==> config.mk <==
export PLATFORM = sky130hd
export DESIGN_NAME = program_loader_flat
export DESIGN_NICKNAME = d
export VERILOG_FILES = /design/src/rtl/program_loader_if.sv /design/src/rtl/program_loader.sv /design/src/flat_wrapper.sv
export SDC_FILE = /design/constraint.sdc
export NUM_CORES = 1
export LEC_CHECK = 0
export BUFFER_PORTS_ARGS = -buffer_cell sky130_fd_sc_hd__buf_2
export CORE_ASPECT_RATIO = 2
export CORE_MARGIN = 8
export CORE_UTILIZATION = 31
export CTS_BUF_LIST = sky130_fd_sc_hd__clkbuf_8
export DETAILED_ROUTE_END_ITERATION = 10
export PLACE_DENSITY = 0.48
export SLEW_MARGIN = 0
export SYNTH_ARGS = -nofsm -noshare
export SYNTH_HDL_FRONTEND = slang
export SYNTH_SLANG_ARGS = --single-unit
==> constraint.sdc <==
create_clock -name clk -period 3.25 [get_ports clk]
set_input_delay 0.4875 -clock clk [delete_from_list [all_inputs] [get_ports clk]]
set_output_delay 0.4875 -clock clk [all_outputs]
set_load 0.05 [all_outputs]
==> src/rtl/program_loader_if.sv <==
// Byte-stream input and program-RAM write port of the program loader.
// The master modport is the loader; the slave modport is the byte source plus RAM.
interface program_loader_if #(
  parameter int unsigned N      = 8,
  parameter int unsigned AddrSz = 6
);
  logic [7:0]        byte_data;
  logic              byte_valid;
  logic              byte_ready;
  logic              wr_en;
  logic [AddrSz-1:0] wr_addr;
  logic [N+15:0]     wr_data;

  modport master (
    input  byte_data,
    input  byte_valid,
    output byte_ready,
    output wr_en,
    output wr_addr,
    output wr_data
  );

  modport slave (
    output byte_data,
    output byte_valid,
    input  byte_ready,
    input  wr_en,
    input  wr_addr,
    input  wr_data
  );
endinterface

==> src/rtl/program_loader.sv <==
// Fills the writable program store from a big-endian byte stream, one RAM write per
// assembled instruction word, holding the core in reset while a load is in progress.
module program_loader #(
  parameter int unsigned N             = 8,
  parameter int unsigned AddrSz        = 6,
  parameter int unsigned TimeoutCycles = 1000
) (
  input  logic             clk,
  input  logic             reset,
  input  logic             start,
  input  logic [AddrSz:0]  num_words,
  program_loader_if.master bus,
  output logic             busy,
  output logic             cpu_hold,
  output logic             done,
  output logic             error
);
  localparam int unsigned IW  = N + 16;
  localparam int unsigned BPW = (IW + 7) / 8;
  localparam int unsigned AW  = (BPW - 1) * 8;
  localparam int unsigned BIW = $clog2(BPW);
  localparam int unsigned TW  = $clog2(TimeoutCycles + 1);
  localparam int unsigned WW  = AddrSz + 1;

  localparam logic [BIW-1:0] LastByte = BIW'(BPW - 1);
  localparam logic [TW-1:0]  ToLast   = TW'(TimeoutCycles - 1);
  localparam logic [WW-1:0]  MaxWords = WW'(1) << AddrSz;

  typedef enum logic [1:0] {StIdle, StLoad, StDone, StErr} state_e;

  state_e          state_q;
  logic [WW-1:0]   word_cnt_q;
  logic [WW-1:0]   word_idx_q;
  logic [BIW-1:0]  byte_idx_q;
  logic [TW-1:0]   to_cnt_q;
  logic [AW-1:0]   acc_q;
  logic            ready_q;
  logic            wr_en_q;
  logic [AddrSz-1:0] wr_addr_q;
  logic [IW-1:0]   wr_data_q;
  logic            busy_q;
  logic            done_q;
  logic            error_q;

  logic            xfer;
  logic            last_byte;
  logic            last_word;
  logic [WW-1:0]   words_clamped;
  logic [BPW*8-1:0] assembled;

  // Earlier bytes of the word sit in acc_q; the current byte completes the picture.
  assign assembled     = {acc_q, bus.byte_data};
  assign xfer          = bus.byte_valid && ready_q;
  assign last_byte     = (byte_idx_q == LastByte);
  assign last_word     = (word_idx_q == (word_cnt_q - WW'(1)));
  assign words_clamped = (num_words > MaxWords) ? MaxWords : num_words;

  always_ff @(posedge clk) begin
    if (reset) begin
      state_q    <= StIdle;
      word_cnt_q <= '0;
      word_idx_q <= '0;
      byte_idx_q <= '0;
      to_cnt_q   <= '0;
      acc_q      <= '0;
      ready_q    <= 1'b0;
      wr_en_q    <= 1'b0;
      wr_addr_q  <= '0;
      wr_data_q  <= '0;
      busy_q     <= 1'b0;
      done_q     <= 1'b0;
      error_q    <= 1'b0;
    end else begin
      wr_en_q <= 1'b0;
      case (state_q)
        StIdle, StDone, StErr: begin
          // done rises one cycle after entering DONE, i.e. after the final write cycle.
          if (state_q == StDone) done_q <= 1'b1;
          if (start) begin
            word_cnt_q <= words_clamped;
            word_idx_q <= '0;
            byte_idx_q <= '0;
            to_cnt_q   <= '0;
            done_q     <= 1'b0;
            error_q    <= 1'b0;
            if (num_words == '0) begin
              state_q <= StDone;
            end else begin
              state_q <= StLoad;
              ready_q <= 1'b1;
              busy_q  <= 1'b1;
            end
          end
        end
        StLoad: begin
          if (xfer) begin
            to_cnt_q <= '0;
            if (last_byte) begin
              wr_en_q    <= 1'b1;
              wr_addr_q  <= word_idx_q[AddrSz-1:0];
              wr_data_q  <= assembled[IW-1:0];
              byte_idx_q <= '0;
              word_idx_q <= word_idx_q + WW'(1);
              if (last_word) begin
                state_q <= StDone;
                ready_q <= 1'b0;
                busy_q  <= 1'b0;
              end
            end else begin
              acc_q      <= assembled[AW-1:0];
              byte_idx_q <= byte_idx_q + BIW'(1);
            end
          end else if (to_cnt_q == ToLast) begin
            // Partial word is abandoned; acc_q is fully refilled by the next load.
            state_q <= StErr;
            error_q <= 1'b1;
            ready_q <= 1'b0;
            busy_q  <= 1'b0;
          end else begin
            to_cnt_q <= to_cnt_q + TW'(1);
          end
        end
        default: state_q <= StIdle;
      endcase
    end
  end

  assign bus.byte_ready = ready_q;
  assign bus.wr_en      = wr_en_q;
  assign bus.wr_addr    = wr_addr_q;
  assign bus.wr_data    = wr_data_q;
  assign busy           = busy_q;
  assign cpu_hold       = busy_q;
  assign done           = done_q;
  assign error          = error_q;

endmodule

==> src/flat_wrapper.sv <==
// flat-port wrapper written by rule: the top's interface ports become plain ports
module program_loader_flat 
#(
  parameter int unsigned N             = 8,
  parameter int unsigned AddrSz        = 6,
  parameter int unsigned TimeoutCycles = 1000
)
  (clk, reset, start, num_words, busy, cpu_hold, done, error, bus_byte_data, bus_byte_valid, bus_byte_ready, bus_wr_en, bus_wr_addr, bus_wr_data);
  program_loader_if #(.N(N), .AddrSz(AddrSz)) bus_i ();
  input  logic clk;
  input  logic reset;
  input  logic start;
  input  logic [AddrSz:0] num_words;
  output logic busy;
  output logic cpu_hold;
  output logic done;
  output logic error;
  input wire logic [$bits(bus_i.byte_data)-1:0] bus_byte_data;
  input wire logic [$bits(bus_i.byte_valid)-1:0] bus_byte_valid;
  output wire logic [$bits(bus_i.byte_ready)-1:0] bus_byte_ready;
  output wire logic [$bits(bus_i.wr_en)-1:0] bus_wr_en;
  output wire logic [$bits(bus_i.wr_addr)-1:0] bus_wr_addr;
  output wire logic [$bits(bus_i.wr_data)-1:0] bus_wr_data;
  assign bus_i.byte_data = bus_byte_data;
  assign bus_i.byte_valid = bus_byte_valid;
  assign bus_byte_ready = bus_i.byte_ready;
  assign bus_wr_en = bus_i.wr_en;
  assign bus_wr_addr = bus_i.wr_addr;
  assign bus_wr_data = bus_i.wr_data;
  program_loader #(.N(N), .AddrSz(AddrSz), .TimeoutCycles(TimeoutCycles)) u_core (.clk(clk), .reset(reset), .start(start), .num_words(num_words), .bus(bus_i), .busy(busy), .cpu_hold(cpu_hold), .done(done), .error(error));
endmodule
==> results.md, run 1 <==
* MaxCap Viol Count at 0
* Post-cts resize count at 0
* # H-tree levels at 3
* Post-CTS Hold Fix Bufs at 0
* Slowest CP cell: nor3_4
* Synth area leader: dfxtp_1
* Initial antenna violation count at 0
* Met1 usage at between 10% and 20%
* Worst setup EP type: register
* Vias per cell at 4.56
* Routed Antenna Nets at 0
* Worst-Skew Late Latency at roughly 0.35 ns
* Global-route wire length before repair at roughly 13000 um
* ANT cells at 0
* Nets at 461
* Reg clk slew, reported paths at 0.08 ns
* Boundary pin count at between 50 and 60
* Most common library cell in the layout ignoring fill and taps: nand2_1
* Ys Warns at 0
* Final min period at 1.87 ns
* Fillers at 1127
* Switching share of power at 28.5%
* Xor and xnor area share after synthesis at 6.95%
* Sequential element share of the synthesized area at 48.2%
* Register Area at about 1600 um2
* Max Slew Vio Count at 0
* Total number of vias at 2642
* WL/cell at 12.9 um
* Clk root buf: clkbuf_8
* Initial Util at 31.3%
* Row cnt at 53
* Clock power share at 34.7%
* First-pass DRT Iterations at 4
* CP max FO at 16
* Post-synth top area share at about half
* Sequential power share at around 50%
* Main combinational cell family by area after synthesis: simple AND/OR/NAND/NOR gates
* Syn Nets at 412
* Drt drc at 0
* Synth Area in Compound Gates at 12.7%
* Post-Synth Adder-Cell Area at 1.16%
* Unique masters post-synth at 45
* Fmax at ~530 MHz
* #FFs+latches synth at 78
* Setup_tns at 0 ns
* Synthesized netlist cell count at just under 400
* Hold Vio Cnt, Final at 0
* Final period util at a little under three fifths
* Simple-gate portion of the synthesized area at 26.5%
* Post-CTS Setup Bufs at 0
* Critical path buffer and inverter count at 0
* GRT Total Usage at 11.2%
* Routed Wire Length at 7460 um
* R2R setup slack at between 1 and 1.5 ns
* Status: finished, final reports clean
* Total power at 0.00204 W
* Gp weighted congestion at 0.733
* Clock net sink count at 78
* Mux cell area share after synthesis at less than 1%
* Skew final at 0.0122 ns
* Initial DRC count at about 130
* Die Width at 88.3 um
* Data arrival time of the critical path at roughly 2.1 ns
* WP data required at 3.48 ns
* Unrepaired setup endpoints after global routing: no
* Met2 GRT Util at between 10% and 20%
* Global Route met3 Usage at 3.02%
* Most frequent cells in the layout: nand2_1 (110), dfxtp_1 (78), a21oi_1 (60)
* PD cells at ~540 nW/um2
* Sw Pwr at 0.000581 W
* I/O Buffers at 54
* Crit path cell chain: nand4b_2 -> nor3_4 -> o2111a_1 -> nand3_1 -> xor2_1 -> nor3_2
* Share of layout cells above drive strength 1 at 19.2%
* Total die area at 14200 um2
* Gr busiest metal: met2
* CTS Buffer Depth at 2
* Setup CP Type: register to register
* Main area contributors after synthesis: dfxtp_1 (48%), nand2_1 (13%), a21oi_1 (9.3%)
* Final setup fails at 0
* Critical Path Source Type: register
* Core Region at 10300 um2
* Slew of the pin with the lowest slew margin at 1.15 ns
* Critical Path Max Stage Delay at about 0.50 ns
* WHS at just under 0.4 ns
* Final Cell Area at 3790 um2
* Syn_area_per_cell at 8.31 um2
* Multi-input gate area at 1540 um2
* Worst slew margin at 22.7%
* Largest net degree at the start of global routing at 33
* Area delta synth->final at 17.0%
* Vias in the first global route at 2686
* Grt total ovfl at 0
* Worst IR drop on VDD at 0.000298 V
* DP Area at approximately 3600 um2
* CTS Buf Count at 9
* Comb power frac at 15.1%
* CP delay by family, top: simple AND/OR/NAND/NOR gates
* Worst hold path type: input port to register
* CTS tree: yes
* Placed Cells incl. Taps at ~570
* Mapped Area at 3240 um2
* Die boundary height at 161 um
* Leakage power at 1.43 nW
* P_int at 0.00146 W
* Final Non-Filler Cells at 579
* HPWL Detailed at 5220 um
[tightest hold or removal path, delay by kind of cell]
kind	cells	cell delay (ns)
simple gates	1	0.05
compound gates	1	0.05
buf+inv	1	0.11
[stage by stage]
step / setup WS (ns) / utilization, %
floorplan: 1.39 / -
global placement: 1.24 / 34.8
detailed placement: 1.21 / 34.8
CTS: 1.33 / 36.6
global route: 1.18 / 36.6
finish: 1.38 / 36.6
[power by group through the flow]
stage	Sequential, W	Clock [W]	Combinational, W
floorplan	0.00106	0	0.000237
global placement	0.00105	0	0.000314
detailed placement	0.00105	0	0.000312
CTS	0.00102	0.000738	0.000312
global route	0.00103	0.000771	0.000345
finish	0.00102	0.000708	0.000307
[cell families (layout without fill, tap and decap cells)]
family	after synthesis	count (layout)
flip-flops	78	78
multiplexers	1	1
AO/OA/AOI/OAI	73	73
XOR/XNOR	24	24
buffers and inverters	27	79
adder cells (fa/ha/maj)	3	3
AND/OR/NAND/NOR	184	184
[synth_stat cells, drive strengths merged]
master / number
and2: 1
nand2b: 2
and4: 1
buf: 4
nor2: 29
o32ai: 1
nor3: 13
a22oi: 1
nand2: 110
o22a: 1
mux2i: 1
nor4: 1
nand3: 9
and3: 2
and2b: 1
o2111a: 3
nand4b: 1
nor3b: 2
and4b: 1
xnor2: 14
or4: 1
or3b: 1
and4bb: 1
inv: 6
o21ai: 4
nand3b: 6
nand4: 2
ha: 3
a311oi: 2
a32oi: 1
a21oi: 60
xor2: 9
xor3: 1
dfxtp: 78
clkbuf: 17
[sequential cells by signal, summed over array words and instances (netlist names)]
register,count
u_core.word_cnt_q,7
u_core.byte_idx_q,2
u_core.acc_q,16
u_core.busy,1
u_core.error,1
u_core.word_idx_q,7
u_core.state_q,2
u_core.to_cnt_q,10
u_core.bus.wr_en,1
u_core.done,1
u_core.bus.wr_addr,6
u_core.bus.wr_data,24
[worst paths after layout]
check,from,endpoint,cells past startpoint
worst min-delay path,bus_byte_data[0],u_core.bus.wr_data[0],3
worst min register to register,u_core.bus.wr_data[20],u_core.bus.wr_data[20],2
worst max-delay path,u_core.busy,u_core.word_idx_q[6],6
worst max register to register,u_core.busy,u_core.word_idx_q[6],6
[routing by layer]
| metal | vias to the layer above | wire (um) |
|---|---|---|
| li1 | 1398 | - |
| met1 | 1192 | 3740 |
| met2 | 44 | 3260 |
| met3 | 8 | 331 |
| met4 | 0 | 125 |
| met5 | - | 0 |
[layout make-up]
cell class	instances	area share (%)
Clock buffer	10	3.63
Clock inverter	4	1.29
Inverter	6	0.594
Multi-Input combinational cell	285	40.7
Sequential cell	78	41.2
Tap cell	137	4.52
Timing Repair Buffer	59	8.12
(Power assumes the default switching activity.)
==> run 2: changes to the inputs <==
--- a/config.mk
+++ b/config.mk
@@ -11,7 +11,7 @@
 export CORE_UTILIZATION = 31
 export CTS_BUF_LIST = sky130_fd_sc_hd__clkbuf_8
 export DETAILED_ROUTE_END_ITERATION = 10
-export PLACE_DENSITY = 0.48
+export PLACE_DENSITY = 0.5
 export SLEW_MARGIN = 0
 export SYNTH_ARGS = -nofsm -noshare
 export SYNTH_HDL_FRONTEND = slang
==> constraint.sdc (replaced) <==
create_clock -name clk -period 1.65 [get_ports clk]
set_input_delay 0.2475 -clock clk [delete_from_list [all_inputs] [get_ports clk]]
set_output_delay 0.2475 -clock clk [all_outputs]
set_load 0.05 [all_outputs]
==> results.md, run 2 (synthesized netlist as in run 1, its figures left out) <==
* Slew of the pin with the lowest slew margin at 0.427 ns
* Failing checks: setup timing
* Final min period at 1.68 ns
* Global-route wire length before repair at 13000 um
* PD cells at 1030 nW/um2
* Slowest CP cell: or3b_1
* Largest net degree at the start of global routing at 34
* R2R cell count at 7
* Critical Path Source Type: register
* CTS Buf Count at 9
* Worst slew margin at 71.4%
* Hold path cells at 3
* Hold Vio Cnt, Final at 0
* First-pass DRT Iterations at 4
* Worst IR drop on VDD at 0.000569 V
* Data arrival time of the critical path at 1.99 ns
* Crit path cell chain: buf_6 -> or3b_1 -> o32ai_2 -> a32oi_1 -> o22a_2 -> o21ai_4 -> o2111a_1
* CP max FO at 3
* Skew final at 0.0116 ns
* Core Region at 10300 um2
* R2R setup slack at -0.03 ns
* Initial Util at a little under a third
* CTS tree: yes
* Fin util at 38.7%
* Worst hold path type: input port to register
* HPWL Detailed at 5440 um
* Area delta synth->final at 23.6%
* Fmax at 597 MHz
* Nets at between 400 and 500
* Total die area at 14200 um2
* Gp weighted congestion at 0.803
* ANT cells at 0
* Post-CTS Setup Bufs at 0
* P_int at roughly 0.0028 W
* I/O Buffers at 54
* Sw Pwr at 0.00132 W
* Sequential power share at 48.7%
* Setup_tns at -0.0600 ns
* Placed Cells incl. Taps at 584
* Critical path buffer and inverter count at 1
* Vias per cell at roughly 4.7
* Die boundary height at 161 um
* WP data required at 1.96 ns
* Critical register-to-register path startpoint: u_core.word_cnt_q[0]
* Routed Wire Length at 7720 um
* Clk root buf: clkbuf_8
* Final WS setup at -0.0250 ns
* Worst-Skew Late Latency at 0.37 ns
* Status: complete, but fails checks
* Most frequent cells in the layout: nand2_1 (109), dfxtp_1 (74), a21oi_1 (60)
* Critical Path Max Stage Delay at 0.40 ns
* GRT Total Usage at 11.5%
* Post-CTS Hold Fix Bufs at 0
* Switching share of power at a little under a third
* Reg clk slew, reported paths at 0.10 ns
* Vias in the first global route at roughly 2800
* Grt total ovfl at 0
* Most common library cell in the layout ignoring fill and taps: nand2_1
* Drt drc at 0
* Clock power share at approximately 34%
* Reg2reg end: u_core.state_q[1]
* CTS Buffer Depth at 2
* Final setup fails at 3
* Leakage power at 1.53 nW
* CP delay by family, top: compound AO/OA/AOI/OAI gates
* WL/cell at roughly 13 um
* Die Width at 88.3 um
* Min-delay src: bus_byte_data[4]
* Max reg flops at 24
* Final Non-Filler Cells at 600
* Initial antenna violation count at 0
* Final period util at 102%
* Boundary pin count at 55
* Comb power frac at between 10% and 20%
* Total number of vias at 2790
* Worst setup EP type: register
* Unrepaired setup endpoints after global routing: yes
* Setup CP Type: register to register
* Routed Antenna Nets at 0
* Row cnt at 53
* MaxCap Viol Count at 0
* # H-tree levels at 3
* Hold Path End: u_core.acc_q[4]
* Clock net sink count at 78
* Max Slew Vio Count at 0
* Initial DRC count at 70
* Share of layout cells above drive strength 1 at 25.5%
## run 2: changes by cell type in the layout (fill, tap and decap cells not counted), sizes merged
cell      change
inv           +4
clkbuf        -1
clkinvlp      +2
bufinv        -1
clkinv        -2
buf          +19
## run 2: worst register-to-register path, stage by stage (launching register included)
cell and delay, ns:
dfxtp_2 0.33, buf_6 0.11, or3b_1 0.40, o32ai_2 0.15, a32oi_1 0.08, o22a_2 0.22
o21ai_4 0.15, o2111a_1 0.19
## run 2: through the flow
step | total power [W] | instance area, um2 | hold WS (ns) | worst slack (ns)
floorplan | 0.00255 | 3240 | 0.383 | 0.00357
global placement | 0.00276 | 3750 | 0.441 | -0.0864
detailed placement | 0.00276 | 3750 | 0.445 | -0.0515
CTS | 0.00416 | 3950 | 0.0993 | -0.00707
global route | 0.00435 | 4010 | 0.0966 | -0.118
finish | 0.00413 | 4010 | 0.117 | -0.0250
## run 2: cell type report
class,instances,area (um2)
Clock buffer,9,124
Clock inverter,7,63.8
Fill cell,1126,6340
Inverter,6,22.5
Multi-Input combinational cell,285,1600
Sequential cell,78,1570
Tap cell,137,171
Timing Repair Buffer,78,462
## run 2: how the worst max path moves through the flow
| stage | startpoint | end | slack, ns | cells after the start |
|---|---|---|---|---|
| CTS | u_core.word_cnt_q[0] | u_core.state_q[1] | -0.007 | 7 |
| finish | u_core.word_cnt_q[0] | u_core.state_q[1] | -0.03 | 7 |
| detailed placement | num_words[2] | u_core.busy | -0.05 | 7 |
| global route | u_core.word_cnt_q[0] | u_core.state_q[1] | -0.12 | 7 |
| floorplan | u_core.word_cnt_q[0] | u_core.state_q[1] | 0.004 | 8 |
| global placement | num_words[2] | u_core.busy | -0.09 | 7 |
## run 2: power by group through the flow
stage               clock network (W)  logic, W  registers [W]
finish                        0.00138  0.000737        0.00201
detailed placement                  0  0.000708        0.00205
global route                  0.00152  0.000810        0.00202
CTS                           0.00144  0.000715        0.00201
global placement                    0  0.000711        0.00205
floorplan                           0  0.000467        0.00208
## run 2: layer usage
metal,GRT usage [%],up-vias,wire length [um]
met5,0,-,0
li1,-,1439,-
met2,17.8,63,3640
met4,5.12,0,125
met3,4.30,11,435
met1,13.7,1277,3520
## run 2: timing repair
item,CTS,global route
gates resized for setup,4,13
pin swaps,3,4
endpoints found under the hold margin,0,0
setup endpoints to repair,4,14
==> run 3: changes to the inputs <==
--- a/config.mk
+++ b/config.mk
@@ -7,11 +7,11 @@
 export LEC_CHECK = 0
 export BUFFER_PORTS_ARGS = -buffer_cell sky130_fd_sc_hd__buf_2
 export CORE_ASPECT_RATIO = 2
-export CORE_MARGIN = 8
+export CORE_MARGIN = 4
 export CORE_UTILIZATION = 31
 export CTS_BUF_LIST = sky130_fd_sc_hd__clkbuf_8
 export DETAILED_ROUTE_END_ITERATION = 10
-export PLACE_DENSITY = 0.5
+export PLACE_DENSITY = 0.48
 export SLEW_MARGIN = 0
 export SYNTH_ARGS = -nofsm -noshare
 export SYNTH_HDL_FRONTEND = slang
==> constraint.sdc (replaced) <==
create_clock -name clk -period 1.95 [get_ports clk]
set_input_delay 0.2925 -clock clk [delete_from_list [all_inputs] [get_ports clk]]
set_output_delay 0.2925 -clock clk [all_outputs]
set_load 0.05 [all_outputs]
==> results.md, run 3 (synthesized netlist as in run 1, its figures left out) <==
* Die boundary height at ~150 um
* Global-route wire length before repair at 13400 um
* Initial DRC count at approximately 120
* Vias in the first global route at roughly 2800
* Max reg flops at 24
* WL/cell at about 14 um
* Core Region at 10100 um2
* ANT cells at 0
* R2R cell count at 8
* Fmax at 576 MHz
* Critical Path Max Stage Delay at 0.35 ns
* CP max FO at 6
* Hold path cells at 3
* Worst hold path type: input port to register
* Crit path cell chain: inv_1 -> ha_1 -> xor3_1 -> o32ai_1 -> a32oi_1 -> o22a_2 -> o21ai_2 -> o2111a_1
* Min-delay src: bus_byte_data[7]
* Total number of vias at 2805
* CTS Buffer Depth at 2
* MaxCap Viol Count at 0
* HPWL Detailed at just under 6000 um
* Hold Path End: u_core.bus.wr_data[7]
* Critical register-to-register path startpoint: u_core.word_cnt_q[0]
* Worst-Skew Late Latency at 0.35 ns
* Initial Util at 31.9%
* Highest metal layer with signal wires: met4
* Worst setup EP type: register
* Fillers at ~1100
* CTS tree: yes
* Multi-input gate area at 1550 um2
* Skew final at 0.0102 ns
* PD cells at approximately 900 nW/um2
* Clk root buf: clkbuf_8
* Setup CP Type: register to register
* Share of layout cells above drive strength 1 at 20.7%
* Die Width at 80.3 um
* Nets at about 470
* R2R setup slack at 0.21 ns
* M1 WL at 3100 um
* I/O Buffers at 54
* Routed Wire Length at 8140 um
* Register Area at 1560 um2
* Worst IR drop on VDD at 0.000490 V
* Clock net sink count at between 70 and 80
* Vias per cell at 4.79
* Status: finished, final reports clean
* Boundary pin count at between 50 and 60
* Reg2reg end: u_core.state_q[1]
* Grt total ovfl at 0
* Setup_tns at 0 ns
* Drt drc at 0
* Slew of the pin with the lowest slew margin at 0.434 ns
* Initial antenna violation count at 0
* Final min period at about 1.7 ns
* WP data required at between 2 and 2.5 ns
* Max Slew Vio Count at 0
* Final setup fails at 0
* Data arrival time of the critical path at 2.03 ns
* GRT Total Usage at 14.1%
* # H-tree levels at 3
* Largest net degree at the start of global routing at 28
* Wire length on met2 at 4550 um
* Total die area at 12200 um2
* Most common library cell in the layout ignoring fill and taps: nand2_1
* DP Area at 3650 um2
* Worst slew margin at 70.9%
* Hold Vio Cnt, Final at 0
* Row cnt at 52
* Area delta synth->final at 19.0%
* Reg clk slew, reported paths at about 0.08 ns
* Most frequent cells in the layout: nand2_1 (110), dfxtp_1 (77), a21oi_1 (60)
* Unrepaired setup endpoints after global routing: no
* Gp weighted congestion at 0.752
* Leakage power at around 1.5 nW
* Slowest CP cell: dfxtp_2
* Routed Antenna Nets at 0
* Final Cell Area at between 3000 and 4000 um2
* Final period util at 89.1%
* First-pass DRT Iterations at 4
* Met3 Wirelength at 363 um
* CTS Buf Count at 9
* Critical Path Source Type: register
==> run 3: worst max-delay path, delay by kind of cell, from the launching register on <==
family / cells / cell delay, ns
buffers and inverters: 1 / 0.06
adder cells (fa/ha/maj): 1 / 0.24
XOR/XNOR: 1 / 0.25
flip-flops: 1 / 0.35
AO/OA/AOI/OAI: 5 / 0.78
==> run 3: worst max-delay path by stage <==
stage                         start                    to  cells past startpoint
4_1_cts        u_core.word_cnt_q[0]     u_core.state_q[0]                      8
6_report       u_core.word_cnt_q[0]     u_core.state_q[1]                      8
2_1_floorplan           u_core.busy  u_core.word_idx_q[5]                      6
3_5_place_dp   u_core.word_cnt_q[0]     u_core.state_q[1]                      8
3_3_place_gp   u_core.word_cnt_q[0]     u_core.state_q[1]                      8
5_1_grt        u_core.word_cnt_q[0]     u_core.state_q[0]                      8
==> run 3: cell type report <==
type	instances	share of cell area [%]
inverters	6	0.584
well taps	135	4.38
clock inverters	5	1.30
clock buffers	11	3.93
multi-input cells	285	40.1
flip-flops and latches	78	40.5
repair buffers	65	9.15
==> run 3: report_power, final <==
group          switching (W)  leakage, nW  internal (W)
clock               0.000589        0.108      0.000651
sequential         0.0000623        0.630       0.00164
combinational       0.000351        0.730      0.000188
total                0.00100         1.47       0.00248
==> run 3: layer usage <==
metal / vias to the layer above / global-route usage, %
met5: - / 0
met4: 0 / 6.53
met3: 9 / 3.37
met2: 59 / 25.5
met1: 1328 / 14.7
li1: 1409 / -
==> run 3: timing repair <==
action                                  CTS  global route
setup buffers                             0             0
hold buffers                              0             0
hold endpoints to repair                  0             0
endpoints found under the setup margin    0             3
gates resized for setup                   0             2
==> run 3: through the flow <==
stage	hold WS [ns]	instances	utilization (%)	power, W	setup slack (ns)
global placement	0.441	569	35.9	0.00228	0.212
floorplan	0.428	390	-	0.00216	0.0909
CTS	0.166	585	37.9	0.00353	0.162
detailed placement	0.446	569	35.9	0.00229	0.190
finish	0.188	585	38.0	0.00348	0.213
global route	0.178	585	38.0	0.00365	0.0337
